## src/rtl/cache_fill_ctrl_pkg.sv

```systemverilog
// Shared types and constants for the cache miss sequencer / memory arbiter.
package cache_fill_ctrl_pkg;

  typedef enum logic [1:0] {
    IDLE  = 2'd0,
    WRITE = 2'd1,
    FILL  = 2'd2,
    DONE  = 2'd3
  } state_t;

  localparam logic TGT_I = 1'b0;
  localparam logic TGT_D = 1'b1;

  localparam int BLOCK_OFFSET_BITS = 4;
  localparam int WORD_IDX_BITS     = 3;

endpackage

```

## src/rtl/cache_fill_ctrl_fill_counter.sv

```systemverilog
// Saturating word-index counter with synchronous clear and terminal detect.
module cache_fill_ctrl_fill_counter
  import cache_fill_ctrl_pkg::*;
#(
  parameter int LAST = 7
) (
  input  logic                     clk,
  input  logic                     rst_n,
  input  logic                     clr,
  input  logic                     en,
  output logic [WORD_IDX_BITS-1:0] cnt,
  output logic                     tc
);

  assign tc = (cnt == WORD_IDX_BITS'(LAST));

  // Count up while enabled, stop at LAST, clear whenever the fill is not active.
  always_ff @(posedge clk or negedge rst_n) begin
    if (!rst_n) begin
      cnt <= '0;
    end else if (clr) begin
      cnt <= '0;
    end else if (en && !tc) begin
      cnt <= cnt + WORD_IDX_BITS'(1);
    end else begin
      cnt <= cnt;
    end
  end

endmodule

```

## src/rtl/cache_fill_ctrl.sv

```systemverilog
// Miss-handling sequencer: arbitrates I/D misses and D write-through stores onto
// one pipelined word-wide memory and streams 8-word blocks into the caches.
module cache_fill_ctrl
  import cache_fill_ctrl_pkg::*;
#(
  parameter int ADDR_WIDTH      = 16,
  parameter int WORDS_PER_BLOCK = 8,
  parameter int TIMEOUT         = 64
) (
  input  logic                     clk,
  input  logic                     rst_n,
  input  logic                     icache_miss,
  input  logic [ADDR_WIDTH-1:0]    icache_miss_addr,
  input  logic                     dcache_miss,
  input  logic [ADDR_WIDTH-1:0]    dcache_miss_addr,
  input  logic                     dcache_wr_req,
  input  logic [ADDR_WIDTH-1:0]    dcache_wr_addr,
  input  logic [15:0]              dcache_wr_data,
  output logic                     dcache_wr_ack,
  output logic                     mem_en,
  output logic                     mem_wr,
  output logic [ADDR_WIDTH-1:0]    mem_addr,
  output logic [15:0]              mem_data_out,
  input  logic                     mem_data_valid,
  input  logic [15:0]              mem_data_in,
  output logic                     fill_we,
  output logic                     fill_target,
  output logic [2:0]               fill_word,
  output logic [15:0]              fill_data,
  output logic [ADDR_WIDTH-1:0]    fill_addr,
  output logic                     meta_we,
  output logic                     fill_done,
  output logic                     icache_stall,
  output logic                     dcache_stall,
  output logic                     fill_err
);

  localparam int WD_W = (TIMEOUT > 2) ? $clog2(TIMEOUT) : 1;
  localparam logic [ADDR_WIDTH-1:0] BLOCK_MASK =
    {{(ADDR_WIDTH-BLOCK_OFFSET_BITS){1'b1}}, {BLOCK_OFFSET_BITS{1'b0}}};

  state_t                   state;
  logic                     issue_done;
  logic [WD_W-1:0]          wd_cnt;
  logic                     in_fill;
  logic                     issuing;
  logic [WORD_IDX_BITS-1:0] issue_cnt;
  logic [WORD_IDX_BITS-1:0] ret_cnt;
  logic                     issue_tc;
  logic                     ret_tc;

  assign in_fill = (state == FILL);
  assign issuing = in_fill && !issue_done;
  assign fill_we = in_fill && mem_data_valid;

  cache_fill_ctrl_fill_counter #(.LAST(WORDS_PER_BLOCK - 1)) u_issue_cnt (
    .clk   (clk),
    .rst_n (rst_n),
    .clr   (!in_fill),
    .en    (issuing),
    .cnt   (issue_cnt),
    .tc    (issue_tc)
  );

  cache_fill_ctrl_fill_counter #(.LAST(WORDS_PER_BLOCK - 1)) u_ret_cnt (
    .clk   (clk),
    .rst_n (rst_n),
    .clr   (!in_fill),
    .en    (fill_we),
    .cnt   (ret_cnt),
    .tc    (ret_tc)
  );

  // Sequencer: fixed-priority grant in IDLE, block fill with watchdog, done pulse.
  always_ff @(posedge clk or negedge rst_n) begin
    if (!rst_n) begin
      state       <= IDLE;
      fill_addr   <= '0;
      fill_target <= TGT_I;
      issue_done  <= 1'b0;
      wd_cnt      <= '0;
      fill_err    <= 1'b0;
    end else begin
      case (state)
        IDLE: begin
          issue_done <= 1'b0;
          wd_cnt     <= '0;
          if (dcache_wr_req) begin
            state <= WRITE;
          end else if (dcache_miss) begin
            state       <= FILL;
            fill_target <= TGT_D;
            fill_addr   <= dcache_miss_addr & BLOCK_MASK;
          end else if (icache_miss) begin
            state       <= FILL;
            fill_target <= TGT_I;
            fill_addr   <= icache_miss_addr & BLOCK_MASK;
          end else begin
            state <= IDLE;
          end
        end
        WRITE: begin
          state <= IDLE;
        end
        FILL: begin
          if (issuing && issue_tc) begin
            issue_done <= 1'b1;
          end else begin
            issue_done <= issue_done;
          end
          if (mem_data_valid && ret_tc) begin
            state <= DONE;
          end else if (mem_data_valid) begin
            wd_cnt <= '0;
          end else if (issue_done) begin
            // Watchdog only runs once every read is out and memory goes quiet.
            if (wd_cnt == WD_W'(TIMEOUT - 1)) begin
              fill_err <= 1'b1;
              state    <= IDLE;
            end else begin
              wd_cnt <= wd_cnt + WD_W'(1);
            end
          end else begin
            wd_cnt <= wd_cnt;
          end
        end
        DONE: begin
          state <= IDLE;
        end
        default: begin
          state <= IDLE;
        end
      endcase
    end
  end

  // Memory port drive: single store in WRITE, back-to-back block reads in FILL.
  always_comb begin
    mem_en       = 1'b0;
    mem_wr       = 1'b0;
    mem_addr     = '0;
    mem_data_out = 16'h0000;
    case (state)
      WRITE: begin
        mem_en       = 1'b1;
        mem_wr       = 1'b1;
        mem_addr     = dcache_wr_addr;
        mem_data_out = dcache_wr_data;
      end
      FILL: begin
        if (issuing) begin
          mem_en   = 1'b1;
          mem_addr = fill_addr + ADDR_WIDTH'({issue_cnt, 1'b0});
        end else begin
          mem_en   = 1'b0;
          mem_addr = '0;
        end
      end
      default: begin
        mem_en   = 1'b0;
        mem_addr = '0;
      end
    endcase
  end

  assign fill_word     = fill_we ? ret_cnt : 3'd0;
  assign fill_data     = fill_we ? mem_data_in : 16'h0000;
  assign meta_we       = (state == DONE);
  assign fill_done     = (state == DONE);
  assign dcache_wr_ack = (state == WRITE);

  // Stalls are qualified by rst_n so every output reads 0 while reset is held.
  assign icache_stall = rst_n & icache_miss & ~(fill_done & (fill_target == TGT_I));
  assign dcache_stall = rst_n & ((dcache_miss & ~(fill_done & (fill_target == TGT_D))) |
                                 (dcache_wr_req & ~dcache_wr_ack));

endmodule
```

## config.mk

```make
export PLATFORM = sky130hd
export DESIGN_NAME = cache_fill_ctrl
export DESIGN_NICKNAME = d
export VERILOG_FILES = /design/src/rtl/cache_fill_ctrl_pkg.sv /design/src/rtl/cache_fill_ctrl_fill_counter.sv /design/src/rtl/cache_fill_ctrl.sv
export SDC_FILE = /design/constraint.sdc
export NUM_CORES = 1
export LEC_CHECK = 0
export ABC_AREA = 1
export BUFFER_PORTS_ARGS = -buffer_cell sky130_fd_sc_hd__buf_4
export CAP_MARGIN = 20
export CELL_PAD_IN_SITES_DETAIL_PLACEMENT = 2
export CELL_PAD_IN_SITES_GLOBAL_PLACEMENT = 2
export CORE_MARGIN = 2
export CORE_UTILIZATION = 21
export CTS_BUF_LIST = sky130_fd_sc_hd__clkbuf_8
export DETAILED_ROUTE_END_ITERATION = 10
export HOLD_SLACK_MARGIN = 0.15
export PLACE_DENSITY_LB_ADDON = 0.1
export RECOVER_POWER = 100
export SLEW_MARGIN = 5
export SYNTH_ARGS = -nofsm -noshare
export SYNTH_HDL_FRONTEND = slang
export SYNTH_SLANG_ARGS = --single-unit
```

## constraint.sdc

```tcl
create_clock -name clk -period 2.2 [get_ports clk]
set_input_delay 0.11 -clock clk [delete_from_list [all_inputs] [get_ports clk]]
set_output_delay 0.11 -clock clk [all_outputs]
set_load 0.1 [all_outputs]
```

==> metrics, run 1 <==
outcome=finished, final reports clean; Setup crit start kind=register; Initial Utilization=21.3%; most used cells in the layout excluding fill and tap cells=nand2_1, buf_4, inv_1, o21ai_0; # nets final=583; total power consumption of the routed design=6.15 mW; fraction of layout instances using a drive strength above 1=41.1%; hold wc startpoint=icache_miss_addr[5]; data required time at the worst endpoint=2.09 ns; Cell Chain, Critical Path=inv_1 > ha_1 > inv_2 > nor2_4 > buf_12 > nand2_1 > a21oi_4 > buf_4; origin of the worst setup path=state[0]; Antenna diodes=0; sequential area share after synthesis=33.6%; count of distinct cell types in the synthesized netlist=26; vias in the first global route=2,869; source of the worst register-to-register timing path=state[0]; final setup skew=0.00394 ns; Post-Synthesis Cells=334; TritonRoute pass-1 iters=4; endpoint type of the worst setup path=output port; die area=11,100 µm²; Num CTS Buffers=5; syn avg cell area=6.47 µm²; setup violators final=0; Port Buffers=150; post-synthesis register bit count=29; count of pins on the block boundary=163; static leakage power=1.82 nW; synth warn=0; cell taking the most area after synthesis=dfrtp_1; Core ar.=10,100 µm²; area growth from synthesis to layout=73.0%; leading cell type in the layout, fill and taps excluded=nand2_1; global router's overall resource usage=16.1%; gate family responsible for the most delay along the worst path=buffers and inverters; Via density=4.24; clock insertion delay at the later pin of the skew report=0.28 ns; transition time at the pin with the least slew margin=1.21 ns; number of pins exceeding their max-slew limit in the final report=0; power density over the cells=1640 nW/µm²; clock-pin slew of the registers on the worst-case setup and hold paths=0.06 ns; share of the synthesized area in the top cell type=33.6%; pin count of the biggest net entering global routing=30; Cell Rows=37; clock tree from TritonCTS=yes; crit path max-delay cell type=dfrtp_1; maxcap violations=0; Peak VDD IR=0.000721 V; H-tree levels=2; clk sinks=29; part of the cycle the worst path needs=93.3%; vertical die dimension=105 µm; sum of net half-perimeters after detailed placement=7300 µm; final core utilization=36.9%; Worst slew margin=20.0%; RSZ-0062 raised after global routing=no; synth top area cells=dfrtp_1, nand2_1, inv_1; die span in x=105 µm; Worst Path Max Fanout=16; clock tree buffer depth=2; clock tree root buffer cell=clkbuf_8; placer's final routability congestion estimate=0.741; initial DRC count=59; Buffers & Inverters on Critical Path=4; final wirelength=8810 µm; Min-Delay Path Class=input pin to register; arrival time worst endpoint=1.94 ns; Max Fclk=0.487 GHz; combined area of all synthesized cells=2160 µm²; total overflow reported by the global router=0; global-route wire length before repair=14,500 µm; min cycle time layout=2.05 ns; delay of the slowest critical-path stage=0.45 ns; via count=2,641; post-route ant nets=0; routed len/inst=14.1 µm; hold violation count in the final report=0; initial antenna violation count=0; Worst Path Class, Setup=register to output port; residual DRC count=0
-- metrics by stage --
step           cell area, µm²  setup WS, ns  std cells  hold slack, ns  setup TNS [ns]
2_1_floorplan            2440        -0.356        337          -0.186           -7.29
3_3_place_gp             3680         0.337        612           0.209               0
3_5_place_dp             3680         0.300        612           0.209               0
4_1_cts                  3820        0.0209        623           0.155               0
5_1_grt                  3740        0.0113        623           0.192               0
6_report                 3740         0.148        623           0.159               0
-- worst paths after layout --
kind	slack, ns	depth (start not counted)	endpoint
max	0.15	8	mem_addr[6]
min	0.16	3	fill_addr[5]
max reg2reg	0.27	9	wd_cnt[5]
min reg2reg	0.48	1	fill_err
max in group asynchronous	1.00	3	fill_addr[4]
min in group asynchronous	0.71	3	wd_cnt[1]
-- flip-flops by register name, indices dropped and copies added, names as in the netlist --
register,flops
fill_addr,12
fill_err,1
fill_target,1
issue_done,1
state,2
u_issue_cnt.cnt,3
u_ret_cnt.cnt,3
wd_cnt,6
-- power by group --
part	total, mW	internal (mW)	switching [mW]
Sequential	0.880	0.702	0.178
Clock	0.448	0.243	0.204
Combinational	4.82	0.878	3.95
Total	6.15	1.82	4.33
-- cells in the mapped netlist, drive strengths merged --
library cell  number
nand2            104
inv               59
o21ai             36
nor2              31
dfrtp             29
a21oi             19
or2               14
buf               10
ha                10
clkbuf             8
nand3              8
xor2               2
conb               1
nor3               1
o21a               1
o21bai             1
-- kinds of logic (layout without fill, tap and decap cells) --
logic type | after synthesis | in the layout | share of synthesized area [%]
AND/OR/NAND/NOR | 158 | 158 | 31.4
buffers and inverters | 77 | 227 | 14.8
AO/OA/AOI/OAI | 57 | 57 | 13.4
flip-flops | 29 | 29 | 33.6
adder cells (fa/ha/maj) | 10 | 10 | 5.79
XOR/XNOR | 2 | 2 | 0.810
other | 1 | 4 | 0.173
-- worst register-to-register path, delay by kind of cell (launching register included) --
family / cells / cell delay [ns]
and+or+nand+nor: 5 / 0.90
buffers and inverters: 3 / 0.30
DFF: 1 / 0.45
adders and majority gates: 1 / 0.19
-- layout make-up --
cell class / count / area (µm²)
Tap cell: 136 / 170
Clock buffer: 6 / 82.6
Inverter: 59 / 285
Multi-Input combinational cell: 231 / 1300
Clock inverter: 1 / 3.75
Timing Repair Buffer: 161 / 1170
Sequential cell: 29 / 726
Fill cell: 1244 / 6400
-- routing by layer --
metal  routed length (µm)  GRT usage [%]  up-vias
met5                    0              0        -
met4                   57           3.43        0
met3                  544           3.77        6
met2                 4350           28.3       90
met1                 3860           20.1     1240
li1                     -              -     1305
-- timing repair --
item	CTS	global route
pin swaps	1	0
setup endpoints to repair	7	26
gates resized for setup	0	14
hold endpoints to repair	31	0
hold buffers	3	0
gates cloned	0	0
buffers inserted	1	0
Power figures use the tool's default switching activity.
==> run 2: changes to the inputs <==
Settings changed: RECOVER_POWER 100 to not set.
==> metrics, run 2 (synthesized netlist as in run 1, its figures left out) <==
outcome=finished, final reports clean (unchanged); number of pins exceeding their max-slew limit in the final report=0 (unchanged); static leakage power=1.89 nW (was 1.82 nW); leading cell type in the layout, fill and taps excluded=buf_4 (was nand2_1); Sum Neg Setup Slack=0 ns (unchanged); Design Area, Final=3880 µm² (was 3740 µm²); Cell Chain, Critical Path=inv_1 > ha_1 > inv_2 > nor2_4 > buf_12 > nand2_1 > a21oi_4 > buf_4 (unchanged); clock tree root buffer cell=clkbuf_8 (unchanged); placed instance area=3680 µm² (unchanged); Worst Path Class, Setup=register to output port (unchanged); total met2 wirelength after detailed routing=4380 µm (was 4350 µm); clock insertion delay at the later pin of the skew report=0.28 ns (about the same); Antenna diodes=0 (unchanged); min cycle time layout=2.07 ns (was 2.05 ns); fraction of layout instances using a drive strength above 1=45.6% (was 41.1%); DR top layer=met4 (unchanged); total overflow reported by the global router=0 (unchanged); initial DRC count=67 (was 59); H-tree levels=2 (unchanged); detailed-route wire length on metal 1=3840 µm (was 3860 µm); part of the cycle the worst path needs=93.9% (was 93.3%); hold violation count in the final report=0 (unchanged); vertical die dimension=105 µm (unchanged); Peak VDD IR=0.000738 V (was 0.000721 V); area growth from synthesis to layout=79.4% (was 73.0%); Setup crit start kind=register (unchanged); final wirelength=8840 µm (was 8810 µm); clock tree buffer depth=2 (unchanged); Initial Utilization=21.3% (unchanged); hold slack final=0.149 ns (was 0.159 ns); die span in x=105 µm (unchanged); TritonRoute pass-1 iters=3 (was 4); via count=2,643 (was 2,641); placer's final routability congestion estimate=0.741 (unchanged); routed len/inst=14.2 µm (was 14.1 µm); largest registers=fill_addr: 12 flops, wd_cnt: 6 flops (unchanged); power density over the cells=1640 nW/µm² (about the same); vias in the first global route=2,869 (unchanged); max FFs per register=12 (unchanged); final setup skew=0.00492 ns (was 0.00394 ns); global router's overall resource usage=16.1% (unchanged); setup violators final=0 (unchanged); maxcap violations=0 (unchanged); crit path max-delay cell type=dfrtp_1 (unchanged); initial antenna violation count=0 (unchanged); count of pins on the block boundary=163 (unchanged); largest register by flop count=fill_addr (unchanged); Port Buffers=150 (unchanged); sum of met3 wire segment lengths after detailed routing=561 µm (was 544 µm); Worst Path Max Fanout=16 (unchanged); die area=11,100 µm² (unchanged); clock tree from TritonCTS=yes (unchanged); Layout Cells excl Fill=623 (unchanged); global-route wire length before repair=14,500 µm (unchanged); Max Fclk=0.484 GHz (was 0.487 GHz); clk sinks=29 (unchanged); data required time at the worst endpoint=2.09 ns (about the same); Core ar.=10,100 µm² (unchanged); Cell Rows=37 (unchanged); sum of net half-perimeters after detailed placement=7300 µm (unchanged); placed cell count=612 (unchanged); Via density=4.24 (about the same); residual DRC count=0 (unchanged); pin count of the biggest net entering global routing=30 (unchanged); post-route ant nets=0 (unchanged); most used cells in the layout excluding fill and tap cells=buf_4, nand2_1, inv_1, dfrtp_1, o21ai_0 (was nand2_1, buf_4, inv_1, o21ai_0); delay of the slowest critical-path stage=0.45 ns (about the same); clock-pin slew of the registers on the worst-case setup and hold paths=0.06 ns (about the same); # nets final=583 (unchanged); RSZ-0062 raised after global routing=no (unchanged); arrival time worst endpoint=1.96 ns (was 1.94 ns); endpoint type of the worst setup path=output port (unchanged); Num CTS Buffers=5 (unchanged); Min-Delay Path Class=input pin to register (unchanged)
run 2: cell types whose count changed in the layout (fill, tap and decap cells not counted), moves of 2 or more:
| cell | delta |
|---|---|
| nor2_4 | +2 |
| o21ai_0 | -6 |
| clkbuf_2 | -11 |
| buf_2 | -6 |
| clkbuf_4 | -15 |
| o21ai_1 | +6 |
| nor2_1 | -3 |
| buf_4 | +47 |
| clkbuf_1 | -15 |
| inv_2 | +2 |
run 2: layout make-up:
class	count	area (µm²)
Fill cell	1225	6260
Clock buffer	6	82.6
Timing Repair Buffer	161	1270
Clock inverter	1	3.75
Sequential cell	29	726
Multi-Input combinational cell	231	1340
Inverter	59	285
Tap cell	136	170
run 2: worst paths after layout:
check	endpoint	cells past startpoint	startpoint	slack, ns
worst min register to register	fill_err	1	fill_err	0.49
worst max register to register	state[0]	11	state[0]	0.41
worst max-delay path	mem_addr[6]	8	state[0]	0.13
worst min-delay path	fill_addr[14]	3	icache_miss_addr[14]	0.15
max in group asynchronous	fill_addr[4]	3	rst_n	1.45
min in group asynchronous	wd_cnt[1]	3	rst_n	0.45
run 2: report_power, final:
| group | switching, mW | total (mW) | internal [mW] |
|---|---|---|---|
| sequential | 0.181 | 0.882 | 0.702 |
| clock | 0.205 | 0.448 | 0.243 |
| combinational | 3.99 | 5.04 | 1.05 |
| total | 4.37 | 6.37 | 2.00 |
run 2: metal layers:
layer | track usage (%) | vias up
met5 | 0 | -
met4 | 3.43 | 0
met3 | 3.77 | 6
met2 | 28.3 | 90
met1 | 20.1 | 1241
li1 | - | 1306
run 2: critical path, delay by kind of cell (launching register included):
family                   cells  cell delay, ns
buffers and inverters        4            0.66
flip-flops                   1            0.45
AND/OR/NAND/NOR              2            0.23
adder cells (fa/ha/maj)      1            0.19
AO/OA/AOI/OAI                1            0.15
run 2: timing repair:
item | CTS | global route
hold endpoints to repair | 31 | 0
endpoints found under the setup margin | 7 | 26
hold buffers | 3 | 0
resized for setup | 0 | 14
pin swaps | 1 | 0
buffers inserted | 1 | 0
run 2: metrics by stage:
| stage | setup slack (ns) | util [%] | power (mW) |
|---|---|---|---|
| finish | 0.134 | 38.3 | 6.37 |
| floorplan | -0.356 | - | 4.82 |
| CTS | 0.0209 | 37.7 | 6.41 |
| detailed placement | 0.300 | 36.3 | 5.91 |
| global route | 0.0110 | 38.3 | 6.71 |
| global placement | 0.337 | 36.3 | 5.83 |
